## src/rtl/odometer_scan_host.sv

```systemverilog
// Tester-side scan master for the odometer chip: WRITE shifts a config word in (capturing the
// old chain into CFG_ECHO) then pulses LOAD, TRIG pulses MEAS_TRIG, READ shifts the counter chain out.
module odometer_scan_host #(
  parameter int CFG_BITS = 16,
  parameter int CNT_BITS = 32,
  parameter int DIV      = 4,
  parameter int TRIG_CYC = 8
) (
  input  logic                CLK,
  input  logic                RESETB,
  input  logic                CMD_VALID,
  input  logic [1:0]          CMD,
  output logic                CMD_READY,
  input  logic [CFG_BITS-1:0] CFG_DATA,
  output logic [CFG_BITS-1:0] CFG_ECHO,
  output logic [CNT_BITS-1:0] RD_DATA,
  output logic                BUSY,
  output logic                DONE,
  output logic                SCANIN_CLK,
  output logic                SCANIN_DIN,
  output logic                LOAD,
  output logic                MEAS_TRIG,
  output logic                SCANOUT_CLK,
  input  logic                SCANIN_DOUT,
  input  logic                SCANOUT_DOUT
);

  localparam int MAXB = (CFG_BITS > CNT_BITS) ? CFG_BITS : CNT_BITS;
  localparam int BW   = $clog2(MAXB + 1);
  localparam int PW   = $clog2(DIV + 1);
  localparam int TW   = $clog2(TRIG_CYC + 1);

  localparam logic [PW-1:0] PH_LAST   = PW'(DIV - 1);
  localparam logic [BW-1:0] CFG_LAST  = BW'(CFG_BITS - 1);
  localparam logic [BW-1:0] CNT_LAST  = BW'(CNT_BITS - 1);
  localparam logic [TW-1:0] TRIG_LAST = TW'(TRIG_CYC - 1);

  typedef enum logic [2:0] {
    S_IDLE,
    S_WSHIFT,
    S_WLOAD,
    S_TRIG,
    S_RSHIFT,
    S_DONE
  } state_t;

  state_t              state_q, state_d;
  logic [PW-1:0]       ph_q, ph_d;
  logic                hi_q, hi_d;
  logic [BW-1:0]       bit_q, bit_d;
  logic [TW-1:0]       trg_q, trg_d;
  logic [CFG_BITS-1:0] sh_q, sh_d;
  logic [CFG_BITS-1:0] echo_q, echo_d;
  logic [CNT_BITS-1:0] rd_q, rd_d;

  logic low_end;
  logic bit_end;
  logic timed;

  // low_end is the sample point (just before the rising edge); bit_end closes a bit period
  assign low_end = !hi_q && (ph_q == PH_LAST);
  assign bit_end =  hi_q && (ph_q == PH_LAST);
  assign timed   = (state_q == S_WSHIFT) || (state_q == S_WLOAD) || (state_q == S_RSHIFT);

  always_comb begin
    state_d = state_q;
    ph_d    = ph_q;
    hi_d    = hi_q;
    bit_d   = bit_q;
    trg_d   = trg_q;
    sh_d    = sh_q;
    echo_d  = echo_q;
    rd_d    = rd_q;

    if (timed) begin
      if (ph_q == PH_LAST) begin
        ph_d = '0;
        hi_d = !hi_q;
      end else begin
        ph_d = ph_q + PW'(1);
      end
    end

    case (state_q)
      S_IDLE: begin
        ph_d  = '0;
        hi_d  = 1'b0;
        bit_d = '0;
        trg_d = '0;
        if (CMD_VALID) begin
          case (CMD)
            2'b00: begin
              state_d = S_WSHIFT;
              sh_d    = CFG_DATA;
            end
            2'b01:   state_d = S_TRIG;
            2'b10:   state_d = S_RSHIFT;
            default: state_d = S_IDLE;
          endcase
        end
      end
      S_WSHIFT: begin
        if (low_end) echo_d = {echo_q[CFG_BITS-2:0], SCANIN_DOUT};
        if (bit_end) begin
          sh_d = sh_q << 1;
          if (bit_q == CFG_LAST) begin
            bit_d   = '0;
            state_d = S_WLOAD;
          end else begin
            bit_d = bit_q + BW'(1);
          end
        end
      end
      S_WLOAD: begin
        if (bit_end) state_d = S_DONE;
      end
      S_TRIG: begin
        if (trg_q == TRIG_LAST) begin
          trg_d   = '0;
          state_d = S_DONE;
        end else begin
          trg_d = trg_q + TW'(1);
        end
      end
      S_RSHIFT: begin
        if (low_end) rd_d = {rd_q[CNT_BITS-2:0], SCANOUT_DOUT};
        if (bit_end) begin
          if (bit_q == CNT_LAST) begin
            bit_d   = '0;
            state_d = S_DONE;
          end else begin
            bit_d = bit_q + BW'(1);
          end
        end
      end
      S_DONE:  state_d = S_IDLE;
      default: state_d = S_IDLE;
    endcase
  end

  always_ff @(posedge CLK or negedge RESETB) begin
    if (!RESETB) begin
      state_q <= S_IDLE;
      ph_q    <= '0;
      hi_q    <= 1'b0;
      bit_q   <= '0;
      trg_q   <= '0;
      sh_q    <= '0;
      echo_q  <= '0;
      rd_q    <= '0;
    end else begin
      state_q <= state_d;
      ph_q    <= ph_d;
      hi_q    <= hi_d;
      bit_q   <= bit_d;
      trg_q   <= trg_d;
      sh_q    <= sh_d;
      echo_q  <= echo_d;
      rd_q    <= rd_d;
    end
  end

  // Pins decode straight from reset-cleared registers, so RESETB drops them at once
  assign CMD_READY   = (state_q == S_IDLE);
  assign BUSY        = (state_q == S_WSHIFT) || (state_q == S_WLOAD) ||
                       (state_q == S_TRIG)   || (state_q == S_RSHIFT);
  assign DONE        = (state_q == S_DONE);
  assign SCANIN_CLK  = (state_q == S_WSHIFT) && hi_q;
  assign SCANIN_DIN  = (state_q == S_WSHIFT) && sh_q[CFG_BITS-1];
  assign LOAD        = (state_q == S_WLOAD);
  assign MEAS_TRIG   = (state_q == S_TRIG);
  assign SCANOUT_CLK = (state_q == S_RSHIFT) && hi_q;
  assign CFG_ECHO    = echo_q;
  assign RD_DATA     = rd_q;

endmodule

```

## config.mk

```make
export PLATFORM = sky130hd
export DESIGN_NAME = odometer_scan_host
export DESIGN_NICKNAME = d
export VERILOG_FILES = /design/src/rtl/odometer_scan_host.sv
export SDC_FILE = /design/constraint.sdc
export NUM_CORES = 1
export LEC_CHECK = 0
export ABC_AREA = 1
export BUFFER_PORTS_ARGS = -buffer_cell sky130_fd_sc_hd__buf_2
export CORE_AREA = 4 4 111 113
export CTS_BUF_LIST = sky130_fd_sc_hd__clkbuf_4
export DETAILED_ROUTE_END_ITERATION = 10
export DIE_AREA = 0 0 115 117
export GPL_TIMING_DRIVEN = 0
export MAX_ROUTING_LAYER = met4
export PLACE_DENSITY = 0.66
export REMOVE_ABC_BUFFERS = 1
export SLEW_MARGIN = 20
export SYNTH_ARGS = -nofsm -noshare
export SYNTH_HDL_FRONTEND = slang
export SYNTH_SLANG_ARGS = --single-unit
```

## constraint.sdc

```tcl
create_clock -name CLK -period 4 [get_ports CLK]
set_input_delay 1.2 -clock CLK [delete_from_list [all_inputs] [get_ports CLK]]
set_output_delay 1.2 -clock CLK [all_outputs]
set_load 0.03 [all_outputs]
```

; After elaboration in Yosys (flattened, before gate mapping)
; Cells that the tools add are included.
[op_classes]
reduce_logical = 23
eq_ne = 19
add_sub_neg = 3
mux = 26
[op_table]
columns = cell, n
row1 = 16-bit 2-to-1 mux, 3
row2 = 16-bit one-hot mux with 2 select lines, 1
row3 = 3-bit 2-to-1 mux, 10
row4 = 6-bit 2-to-1 mux, 4
row5 = 6-bit one-hot mux with 3 select lines, 1
row6 = 3-bit one-hot mux with 5 select lines, 1
row7 = 2-bit inequality test (second input constant), 5
row8 = 3-bit by 2-bit equality test with 1-bit output (second input constant), 3
row9 = 3-bit one-hot mux with 3 select lines, 1
row10 = 4-bit one-hot mux with 2 select lines, 1
row11 = 2-bit nonzero test, 4
row12 = 7-bit AND reduction, 1
row13 = 6-bit by 1-bit adder with 6-bit output (second input constant), 1
row14 = 3-bit equality test (second input constant), 2
row15 = 6-bit by 4-bit equality test with 1-bit output (second input constant), 1
row16 = 6-bit by 5-bit equality test with 1-bit output (second input constant), 1
row17 = 2-bit by 1-bit inequality test with 1-bit output (second input constant), 3
row18 = 2-bit AND reduction, 3
row19 = 1-bit logical AND, 5
row20 = 4-bit by 1-bit adder with 4-bit output (second input constant), 1
row21 = 4-bit by 3-bit equality test with 1-bit output (second input constant), 1
row22 = 1-bit logical OR, 4
row23 = 4-bit 2-to-1 mux, 1
row24 = 4-bit AND reduction, 1
row25 = other kinds (10), 12
[word_totals]
ff_bits = 81
elab_cells = 79
output_inout_bits = 56
in_bits = 23

; Logic depth before layout (Yosys ltp)
[logic_depth]
ltp_word = 5
depth_mapped = 10
mapped_depth_nobuf = 10

; Worst setup path after synthesis
; OpenSTA, ideal clock, no wires.
[synth_path]
path_type = reg-to-output
startpoint = reg state_q[2]
endpoint = out SCANIN_CLK
path_buffers = 1
required_time_ps = 2800
path_slack_ps = 1546
arrival_time_ps = 1254
stages_incl_launch_ff = 5
path_cell_list = dfrtp_1 -> nor2_4 -> nand2_4 -> buf_2 -> nor2_1
[synth_between]
elab_chain_cells = 2
[synth_lines]
columns = item, line
row1 = start: declaration, 47  ; state_t state_q, state_d;
row2 = start signal: assignment, 152  ; state_q <= state_d;
row3 = 3-bit by 1-bit equality test with 1-bit output, 168  ; assign SCANIN_CLK = (state_q == S_WSHIFT) && hi_q;
row4 = 1-bit logical AND, 168
row5 = end: declaration, 19  ; output logic SCANIN_CLK,
; No other way between the ends.

; Final worst setup path
[layout_path]
startpoint = reg state_q[2]
endpoint = out BUSY
[layout_between]
elab_chain_cells = 4
word_cells_on_any_way = 7
cone_classes = eq/ne (4) / reduce/logical (3)
[layout_lines]
columns = item, line
row1 = 3-bit by 1-bit equality test with 1-bit output or 3-bit by 2-bit equality test with 1-bit output (tied branches), 165  ; assign BUSY = (state_q == S_WSHIFT) || (state_q == S_WLOAD) ||
row2 = 1-bit logical OR (2 in a row), 165
row3 = 1-bit logical OR *, 166  ; (state_q == S_TRIG) || (state_q == S_RSHIFT);
row4 = end: declaration, 17  ; output logic BUSY,
; Mark *: on every way between the ends. The rest lies on a longest branch, timed or not.

==> impl.org <==
** GRT
- Met3 capacity usage during global routing :: 0.0252
- The global routing stage identified its most utilized layer as met2.
- Grt met2 use :: 0.197
- In the global route stage, overall resource usage came out at 0.127.
- Entering global routing, the biggest net connects 44 pins.
- Vias in the first global route :: 2,916
- Global-route congestion overflow total :: 0
- The first global-routing pass estimated 13,600 um of wire.
- Antenna violations before repair :: 0
- For met1 alone, demand over resource in global routing was 0.166.

** Run status
- The flow ran to the end, and the final reports show no timing, DRC or antenna violations.

** Critical path
- For this run, the slowest stage of the critical path takes 0.51 ns.
- Among cell families on the critical path, the largest total delay comes from simple AND/OR/NAND/NOR gates.
- Walking the worst path, the cells encountered are nor2_4, nand2_4, nand2_1, inv_1, nand2_1, buf_2.
- Arr. time, crit path :: 1.77 ns
- Startpoint of the worst register-to-register path :: ph_q[0]
- The worst setup path is launched from a flop.
- The worst setup path is captured at an output port.
- Counting stages on the worst path, the most repeated cell is sky130_fd_sc_hd__nand2_1.
- Start-to-end type of the worst setup path :: flop to output port
- The number of buffers and inverters on the critical path is 2.
- Standard cell with the maximum stage delay on the critical path :: sky130_fd_sc_hd__dfrtp_1
- Endpoint required time on the critical path :: 2.80 ns
- Crit-path max FO :: 26
- Tracing the worst setup path back leads to its startpoint at state_q[2].

** Finish
- The library cell used most frequently in the layout, excluding fill and tap cells, is sky130_fd_sc_hd__nand2_1.
- Multi-input logic area :: 1670 um^2
- Layout Nets :: 490
- Summing all flip-flop and latch instances after layout gives 2030 um^2.
- Most frequent cells in the layout :: sky130_fd_sc_hd__nand2_1 (139), sky130_fd_sc_hd__dfrtp_1 (81), sky130_fd_sc_hd__buf_2 (77), sky130_fd_sc_hd__mux2_4 (40), sky130_fd_sc_hd__inv_1 (24)
- Number of antenna diodes :: 0
- The layout has 1,132 filler cells.
- The area growth from synthesis to layout is 17.3%.
- Final cell count without fillers :: 612
- Layout cells sized above 1 :: 0.341

** Clocking
- After clock tree synthesis, the repair step resized 0 gates.
- After clock tree synthesis, the setup repair step added 0 buffers.
- TritonCTS built the clock tree.
- Counting along the longest clock path gives a buffer depth of 2.
- In this run, post-CTS hold repair placed 0 buffers.
- Clk Latency, worst-skew pair :: 0.42 ns
- In this run the clock root is driven by a sky130_fd_sc_hd__clkbuf_4.
- The number of clock buffers added by TritonCTS is 9.
- Clock sink count :: 81
- Clock-pin slew was measured on the worst setup and hold paths at 0.15 ns.
- CTS HTree Levels :: 3

** Routing
- Post-route ant nets :: 0
- For this block, the initial DRC count from the detailed router was 127.
- Wire length per cell after detailed routing :: 13.0 um
- Vias after detailed routing :: 2,828
- In the routed design, unresolved DRC markers number 0.
- The first TritonRoute pass finished after 4 iterations.
- Via density per instance :: 4.62
- Total detailed-routing wirelength :: 7940 um

** Timing
- Measured slew at the worst slew-check pin :: 0.603 ns
- Final count of pins violating max slew :: 0
- Post-Route Setup TNS :: 0 ns
- Peak Freq :: 337 MHz
- Clock skew on the completed layout was measured at 0.0235 ns.
- Setup repair after global routing left no endpoint under its margin.
- The total count of hold-check failures in the final report is 0.
- Normalized max-slew margin :: 0.598
- Counting I/O delays and the setup requirement, the final critical path takes 2.97 ns.
- On the final layout, the worst hold slack is 0.483 ns.
- Once routing completed, OpenROAD measured the worst setup slack at 1.03 ns.
- In the finished design, the share of the clock period the worst path needs comes to 0.742.
- Setup violations remaining at the end of the flow were counted as 0.

** Place
- Gp weighted congestion :: 0.762
- Port buffering added 78 buffers.
- Final HPWL DP :: 5560 um
- At the placement stage, the worst setup path has a slack of 1.49 ns.
- After detailed placement, the design holds a cell count of 596.

** Pwr
- In this run the power spent charging and discharging nets is 1.00 mW.
- The worst-case IR drop observed on VDD is 301 uV.
- Of the total power, registers draw 0.425.
- Leakage dissipation :: 2.70 nW
- Combinational share of power :: 0.350
- Clock Power Share :: 0.225
- Power density relative to cell area :: 542 nW/um^2
- Of the total power, the share spent switching nets is 0.404.
- The internal portion of the total power is 1.48 mW.

** Floorplanning
- The floorplan step defined a core boundary enclosing 11,300 um^2.
- After floorplanning, the core was divided into 39 placement rows.
- For this configuration, the core starts out at a cell density of 0.344.
- Chip Width :: 115 um
- Height of the die :: 117 um
- 79 I/O pins were placed.
- Die footprint :: 13,500 um^2

** Min path
- The path class of the tightest hold or removal check is flop to flop.
- The worst hold path begins at sh_q[13].

** Synthesis
- Mean instance size in the synthesized netlist :: 10.2 um^2
- The number of different library cells used by synthesis comes to 28.
- For this run, asynchronously set or reset flops after synthesis account for 1.00.
- Post-synth EDFFs :: 0
- Summed instance area of the synthesized netlist :: 3900 um^2
- In this run, synthesis produced a sequential element count of 81.
- Total number of yosys warnings :: 0
- Of the synthesized area, sequential elements account for 0.520.
- In the synthesized netlist, the number of instances is 383.
- For this run, the leading register cell type out of synthesis is sky130_fd_sc_hd__dfrtp_1.

** Flow run
- The tool flagged a number of max-cap violations equal to 0.
## area by class of cell
| cell class | count | share of cell area |
|---|---|---|
| Clock buffer | 10 | 0.0164 |
| Clock inverter | 6 | 0.0200 |
| Inverter | 29 | 0.0249 |
| Multi-Input combinational cell | 264 | 0.366 |
| Sequential cell | 81 | 0.443 |
| Tap cell | 143 | 0.0391 |
| Timing Repair Buffer | 79 | 0.0903 |
## synthesized netlist by cell type, types with 4 or more instances
library cell              count  share of area
sky130_fd_sc_hd__a21oi_1      4         0.0051
sky130_fd_sc_hd__buf_6        6          0.017
sky130_fd_sc_hd__dfrtp_1     81           0.52
sky130_fd_sc_hd__inv_1       24          0.023
sky130_fd_sc_hd__mux2_2       8          0.023
sky130_fd_sc_hd__mux2_4      40           0.15
sky130_fd_sc_hd__nand2_1    139           0.13
sky130_fd_sc_hd__nand3_1     13          0.017
sky130_fd_sc_hd__nand4_1      4         0.0064
sky130_fd_sc_hd__nor2_1      21          0.020
sky130_fd_sc_hd__o21ai_0     10          0.013
## path summary, 6_finish.rpt
check / endpoint / slack, ns / cells past startpoint
min reg2reg: sh_q[13] / 0.48 / 2
max reg2reg: RD_DATA[9] / 2.14 / 5
min in group asynchronous: CFG_ECHO[4] / 0.73 / 1
min: sh_q[13] / 0.48 / 2
max in group asynchronous: bit_q[2] / 2.66 / 2
max: BUSY / 1.03 / 6
## cell families (layout without fill, tap and decap cells)
family	count (synthesis)	in the layout	share of synthesized area
AO/OA/AOI/OAI	20	20	0.0289
flip-flops	81	81	0.520
AND/OR/NAND/NOR	191	191	0.209
buffers and inverters	38	124	0.0504
adder cells (fa/ha/maj)	3	3	0.00963
XOR/XNOR	2	2	0.00450
multiplexers	48	48	0.177
## worst reg2reg max path, delay by kind of cell (launching register included)
family        cells  cell delay [ns]
flops             1             0.38
mux               1             0.44
simple gates      3             0.74
fa+ha+maj         1             0.20
## power by group through the flow
stage	clock [mW]	combinational, mW	sequential (mW)
2_1_floorplan	0	0.620	1.08
3_3_place_gp	0	0.857	1.06
3_5_place_dp	0	0.880	1.07
4_1_cts	0.580	0.885	1.05
5_1_grt	0.612	0.998	1.07
6_report	0.557	0.868	1.05
## registers in the layout (all words and copies together), names as in the netlist
| name | cells |
|---|---|
| RD_DATA | 32 |
| bit_q | 6 |
| hi_q | 1 |
| state_q | 3 |
| CFG_ECHO | 16 |
| ph_q | 3 |
| sh_q | 16 |
| trg_q | 4 |
## metrics by stage
step | total power [mW] | utilization | instance area (um^2)
after global placement | 1.91 | 0.387 | 4380
after detailed placement | 1.95 | 0.389 | 4410
after global routing | 2.68 | 0.404 | 4570
after CTS | 2.52 | 0.404 | 4570
after floorplan | 1.70 | - | 3810
final | 2.48 | 0.404 | 4570
## layer usage
metal  share of wire  routed length [um]  vias up
li1                -                   -     1386
met1            0.47                3730     1362
met2            0.47                3690       72
met3           0.054                 432        8
met4           0.010                  82        0
met5               0                   0        -
No activity file was read; power rests on OpenSTA's default activity.
